$ cat src/rtl/peripheral_arbiter_wb.sv
// Round-robin Wishbone B4 arbiter: NUM_MASTERS masters share one slave port, grant held for the whole CYC.
// Optional stalled-beat timeout is compiled in with `define PERIPHERAL_WB_ARB_TIMEOUT_EN.
module peripheral_arbiter_wb #(
  parameter int NUM_MASTERS = 4,
  parameter int AW          = 32,
  parameter int DW          = 32,
  parameter int TIMEOUT     = 255
) (
  input  logic                          wb_clk_i,
  input  logic                          wb_rst_i,
  input  logic [NUM_MASTERS-1:0]        m_cyc_i,
  input  logic [NUM_MASTERS-1:0]        m_stb_i,
  input  logic [NUM_MASTERS-1:0]        m_we_i,
  input  logic [NUM_MASTERS*AW-1:0]     m_adr_i,
  input  logic [NUM_MASTERS*DW-1:0]     m_dat_i,
  input  logic [NUM_MASTERS*DW/8-1:0]   m_sel_i,
  input  logic [NUM_MASTERS*3-1:0]      m_cti_i,
  input  logic [NUM_MASTERS*2-1:0]      m_bte_i,
  output logic [DW-1:0]                 m_dat_o,
  output logic [NUM_MASTERS-1:0]        m_ack_o,
  output logic [NUM_MASTERS-1:0]        m_err_o,
  output logic [NUM_MASTERS-1:0]        m_rty_o,
  output logic                          s_cyc_o,
  output logic                          s_stb_o,
  output logic                          s_we_o,
  output logic [AW-1:0]                 s_adr_o,
  output logic [DW-1:0]                 s_dat_o,
  output logic [DW/8-1:0]               s_sel_o,
  output logic [2:0]                    s_cti_o,
  output logic [1:0]                    s_bte_o,
  input  logic [DW-1:0]                 s_dat_i,
  input  logic                          s_ack_i,
  input  logic                          s_err_i,
  input  logic                          s_rty_i,
  output logic [NUM_MASTERS-1:0]        grant_o,
  output logic                          busy_o,
  output logic [7:0]                    beat_cnt_o
);

  localparam int IW = (NUM_MASTERS > 1) ? $clog2(NUM_MASTERS) : 1;
  localparam int SW = DW / 8;

  // Handshake: the granted master's cyc/stb pass straight to the slave and the
  // slave's ack/err/rty pass straight back to that master only, so a beat
  // completes in the cycle the slave terminates it (stb && ack); no extra latency.
  typedef enum logic {
    IDLE   = 1'b0,
    ACTIVE = 1'b1
  } state_t;

  state_t                 state;
  logic [IW-1:0]          ptr;         // last granted master; also the owner while ACTIVE
  logic [IW-1:0]          winner;
  logic                   winner_vld;
  logic [NUM_MASTERS-1:0] win_onehot;
  logic                   granted;
  logic                   timeout_hit;

  assign granted = (state == ACTIVE) && !wb_rst_i;

  // Search from ptr+1 upward; iterating downward lets the nearest requester win.
  always_comb begin
    winner     = '0;
    winner_vld = 1'b0;
    for (int k = NUM_MASTERS; k >= 1; k--) begin
      if (m_cyc_i[(int'(ptr) + k) % NUM_MASTERS]) begin
        winner     = IW'((int'(ptr) + k) % NUM_MASTERS);
        winner_vld = 1'b1;
      end
    end
    win_onehot         = '0;
    win_onehot[winner] = 1'b1;
  end

  always_ff @(posedge wb_clk_i) begin
    if (wb_rst_i) begin
      state      <= IDLE;
      grant_o    <= '0;
      busy_o     <= 1'b0;
      beat_cnt_o <= 8'd0;
      ptr        <= IW'(NUM_MASTERS - 1);
    end else begin
      case (state)
        IDLE: begin
          if (winner_vld) begin
            state      <= ACTIVE;
            grant_o    <= win_onehot;
            busy_o     <= 1'b1;
            beat_cnt_o <= 8'd0;
            ptr        <= winner;
          end
        end
        ACTIVE: begin
          if (s_ack_i && (beat_cnt_o != 8'hFF)) begin
            beat_cnt_o <= beat_cnt_o + 8'd1;
          end
          // Only CYC ends the tenure; an end-of-burst CTI does not.
          if (!m_cyc_i[ptr]) begin
            state   <= IDLE;
            grant_o <= '0;
            busy_o  <= 1'b0;
          end
        end
        default: begin
          state   <= IDLE;
          grant_o <= '0;
          busy_o  <= 1'b0;
        end
      endcase
    end
  end

`ifdef PERIPHERAL_WB_ARB_TIMEOUT_EN
  logic [7:0] stall_cnt;

  assign timeout_hit = granted && (stall_cnt == 8'(TIMEOUT));

  always_ff @(posedge wb_clk_i) begin
    if (wb_rst_i || (state == IDLE)) begin
      stall_cnt <= 8'd0;
    end else if (s_ack_i || s_err_i || s_rty_i || timeout_hit) begin
      stall_cnt <= 8'd0;
    end else if (m_stb_i[ptr]) begin
      stall_cnt <= stall_cnt + 8'd1;
    end
  end
`else
  assign timeout_hit = 1'b0;
`endif

  assign m_dat_o = s_dat_i;

  always_comb begin
    s_cyc_o = 1'b0;
    s_stb_o = 1'b0;
    s_we_o  = 1'b0;
    s_adr_o = '0;
    s_dat_o = '0;
    s_sel_o = '0;
    s_cti_o = 3'b000;
    s_bte_o = 2'b00;
    m_ack_o = '0;
    m_err_o = '0;
    m_rty_o = '0;
    if (granted) begin
      s_cyc_o      = m_cyc_i[ptr];
      s_stb_o      = m_stb_i[ptr] && !timeout_hit;
      s_we_o       = m_we_i[ptr];
      s_adr_o      = m_adr_i[ptr*AW +: AW];
      s_dat_o      = m_dat_i[ptr*DW +: DW];
      s_sel_o      = m_sel_i[ptr*SW +: SW];
      s_cti_o      = m_cti_i[ptr*3 +: 3];
      s_bte_o      = m_bte_i[ptr*2 +: 2];
      m_ack_o[ptr] = s_ack_i;
      m_err_o[ptr] = s_err_i || timeout_hit;
      m_rty_o[ptr] = s_rty_i;
    end
  end

endmodule

$ cat config.mk
export PLATFORM = sky130hd
export DESIGN_NAME = peripheral_arbiter_wb
export DESIGN_NICKNAME = d
export VERILOG_FILES = /design/src/rtl/peripheral_arbiter_wb.sv
export SDC_FILE = /design/constraint.sdc
export NUM_CORES = 1
export LEC_CHECK = 0
export ABC_AREA = 1
export ABC_CLOCK_PERIOD_IN_PS = 4100
export CAP_MARGIN = 10
export CORE_AREA = 2 2 182 184
export CTS_BUF_LIST = sky130_fd_sc_hd__clkbuf_4 sky130_fd_sc_hd__clkbuf_8
export CTS_CLUSTER_DIAMETER = 30
export DETAILED_ROUTE_END_ITERATION = 8
export DIE_AREA = 0 0 184 186
export PLACE_DENSITY = 0.4
export SYNTH_ARGS = -nofsm -noshare
export SYNTH_HDL_FRONTEND = slang
export SYNTH_SLANG_ARGS = --single-unit
$ cat constraint.sdc
create_clock -name wb_clk_i -period 4.1 [get_ports wb_clk_i]
set_input_delay 0.615 -clock wb_clk_i [delete_from_list [all_inputs] [get_ports wb_clk_i]]
set_output_delay 0.615 -clock wb_clk_i [all_outputs]
set_load 0.01 [all_outputs]
==> results.py <==
metrics = {
    "finish": {
        "finalNetCount": 1463,
        "seq_area_um2": 328,
        "multi_input_area_um2": 2890,
        "final_cells": 1524,
        "layout_commonest_cell": "clkdlybuf4s50_1",
        "drive_above_1_share": 0.0367,
        "layout_common_cells": "clkdlybuf4s50_1 (409), nor2_1 (310), o21ai_0 (134)",
        "fillers": 3683,
        "antennaDiodeCount": 0,
        "fin_util": 0.253,
        "synthToLayoutAreaGrowth_pct": 113,
    },
    "timing": {
        "period_share": 0.797,
        "clock_skew_ns": 0.00790,
        "period_minus_slack_ns": 3.27,
        "worstMarginPinSlew_ns": 0.821,
        "maxSlewViolCount": 0,
        "setup_viol": 0,
        "slew_headroom": 0.453,
        "finalHoldViolCount": 0,
        "fin_ws_ns": 0.834,
        "rsz0062_at_grt": "no",
        "setup_tns_ns": 0,
        "max_freq_mhz": 306,
    },
    "place": {
        "place_ws_ns": 1.03,
        "port_buffers": 409,
        "place_congestion": 0.819,
        "hpwl_um": 20000,
        "place_inst": 1520,
    },
    "setup_path": {
        "criticalPathCategory": "reg2out",
        "startpoint_type": "register",
        "crit_path_end_kind": "output port",
        "worst-path-max-fanout": 57,
        "crit_start": "ptr[0]",
        "required_ns": 3.48,
        "reg2reg_from": "ptr[0]",
        "arrival_ns": 2.65,
    },
    "grt": {
        "antenna_found_initial": 0,
        "grt_first_pass_wirelength_um": 36500,
        "grt_usage": 0.136,
        "grt_pass1_vias": 6067,
        "grt_max_degree": 84,
        "overflow": 0,
    },
    "clocking": {
        "post-cts-setup-buffers": 0,
        "cts_tree": "yes",
        "cts.repair.resized": 0,
        "cts_buffers": 3,
        "cts_sinks": 16,
        "clk_pin_slew_ns": 0.06,
        "ctsHoldBuffers": 0,
        "htree_levels": 1,
        "cts-root-buf": "clkbuf_8",
        "cts.path.max_buffers": 2,
        "clock_latency_ns": 0.26,
    },
    "job": {
        "maxCapViolCount": 0,
    },
    "run_status": {
        "run_status": "complete, no violations",
    },
    "synthesis": {
        "syn_inst": 781,
        "ys_seq_elements": 16,
        "synth_seq_area_share": 0.0839,
        "syn_area_um2": 3820,
        "synth_nets": 1127,
        "yosysWarnings": 0,
        "synth_cell_type_count": 30,
        "syn_avg_cell_area_um2": 4.89,
    },
    "pwr": {
        "ir_drop_uv": 292,
        "power.total_mw": 3.09,
        "leakagePower_nw": 2.94,
        "powerDensity_nw_per_um2": 380,
    },
    "floorplan": {
        "design.die.area_um2": 34200,
        "core_area_um2": 32200,
        "ios": 474,
        "initial_core_util": 0.119,
        "dieWidth_um": 184,
        "fp.dieH_um": 186,
        "rows": 66,
    },
    "drt": {
        "wl_per_cell_um": 16.8,
        "drt_first_pass_iters": 5,
        "ant_nets": 0,
        "dr_total_vias": 6196,
        "via_per_inst": 4.07,
        "drtIter0Drc": 171,
        "drcViolationCount": 0,
        "wirelength_um": 25600,
    },
    "worst_hold_path": {
        "min-delay-start": "busy_o",
        "hp-class": "reg2reg",
    },
}
logic make-up after synthesis:
logic type	count (synthesis)	share of synthesized area
adder cells (fa/ha/maj)	5	0.0164
flip-flops	16	0.0839
buffers and inverters	121	0.162
AO/OA/AOI/OAI	245	0.326
AND/OR/NAND/NOR	394	0.412
registers in the layout, summed over array words and instances, names as in the netlist:
register and cells:
ptr 2, busy_o 1, grant_o 4, beat_cnt_o 8, state 1
per-stage QoR:
stage	instance area (µm²)	hold WS, ns
detailed placement	8080	0.464
finish	8130	0.478
floorplan	3820	0.487
global route	8130	0.503
global placement	8080	0.461
CTS	8130	0.479
cell usage after synthesis:
cell type | n | area (µm²)
a31oi_1 | 1 | 6.26
nor2_1 | 310 | 1160
nand3_1 | 19 | 95.1
buf_1 | 9 | 33.8
a21oi_2 | 1 | 8.76
a21oi_1 | 83 | 415
nor3_2 | 1 | 10.0
o21ai_0 | 134 | 671
dfxtp_1 | 16 | 320
nand3b_1 | 1 | 7.51
buf_6 | 2 | 22.5
o21a_1 | 1 | 7.51
nand2_4 | 1 | 11.3
o21ai_1 | 22 | 110
and2_4 | 1 | 8.76
clkinv_1 | 1 | 3.75
clkbuf_1 | 29 | 109
nor2_2 | 1 | 6.26
nand2_1 | 40 | 150
inv_1 | 22 | 82.6
nor2_4 | 2 | 22.5
buf_2 | 20 | 100
nor3_1 | 12 | 60.1
ha_1 | 5 | 62.6
o21ai_2 | 2 | 17.5
nand2_2 | 5 | 31.3
inv_2 | 5 | 18.8
buf_4 | 33 | 248
nand4_1 | 1 | 6.26
o211ai_1 | 1 | 7.51
final cells by class:
cell class                      instances  area share
Multi-Input combinational cell        644       0.355
Clock buffer                            4     0.00677
Tap cell                              408      0.0628
Inverter                               28      0.0134
Timing Repair Buffer                  424       0.522
Sequential cell                        16      0.0403
worst max-delay path: stages, from the launching register on:
cell and delay (ns):
dfxtp_4 0.52, buf_4 0.57, nor2_1 0.11, nor2_1 0.15
o21ai_0 0.10, a21oi_1 0.29, clkdlybuf4s50_1 0.61
worst paths after layout:
path         cells after the start           to  slack [ns]
max reg2reg                     12   grant_o[2]        1.75
min reg2reg                      2       busy_o        0.48
min                              2       busy_o        0.48
max                              6  s_dat_o[22]        0.83
layer usage:
layer  vias to the layer above  share of wire  track usage  wire, µm
met5                         -              0            0         0
met3                        22          0.080       0.0309      2060
met4                         0         0.0097       0.0147       249
met1                      2721           0.41        0.165     10500
met2                       270           0.50        0.253     12800
li1                       3183              -            -         -
where the power goes:
group          internal, mW  switching [mW]
Combinational          1.14            1.55
Clock                0.0853          0.0609
Sequential            0.195          0.0626
Total                  1.42            1.67
(Power assumes the default switching activity.)
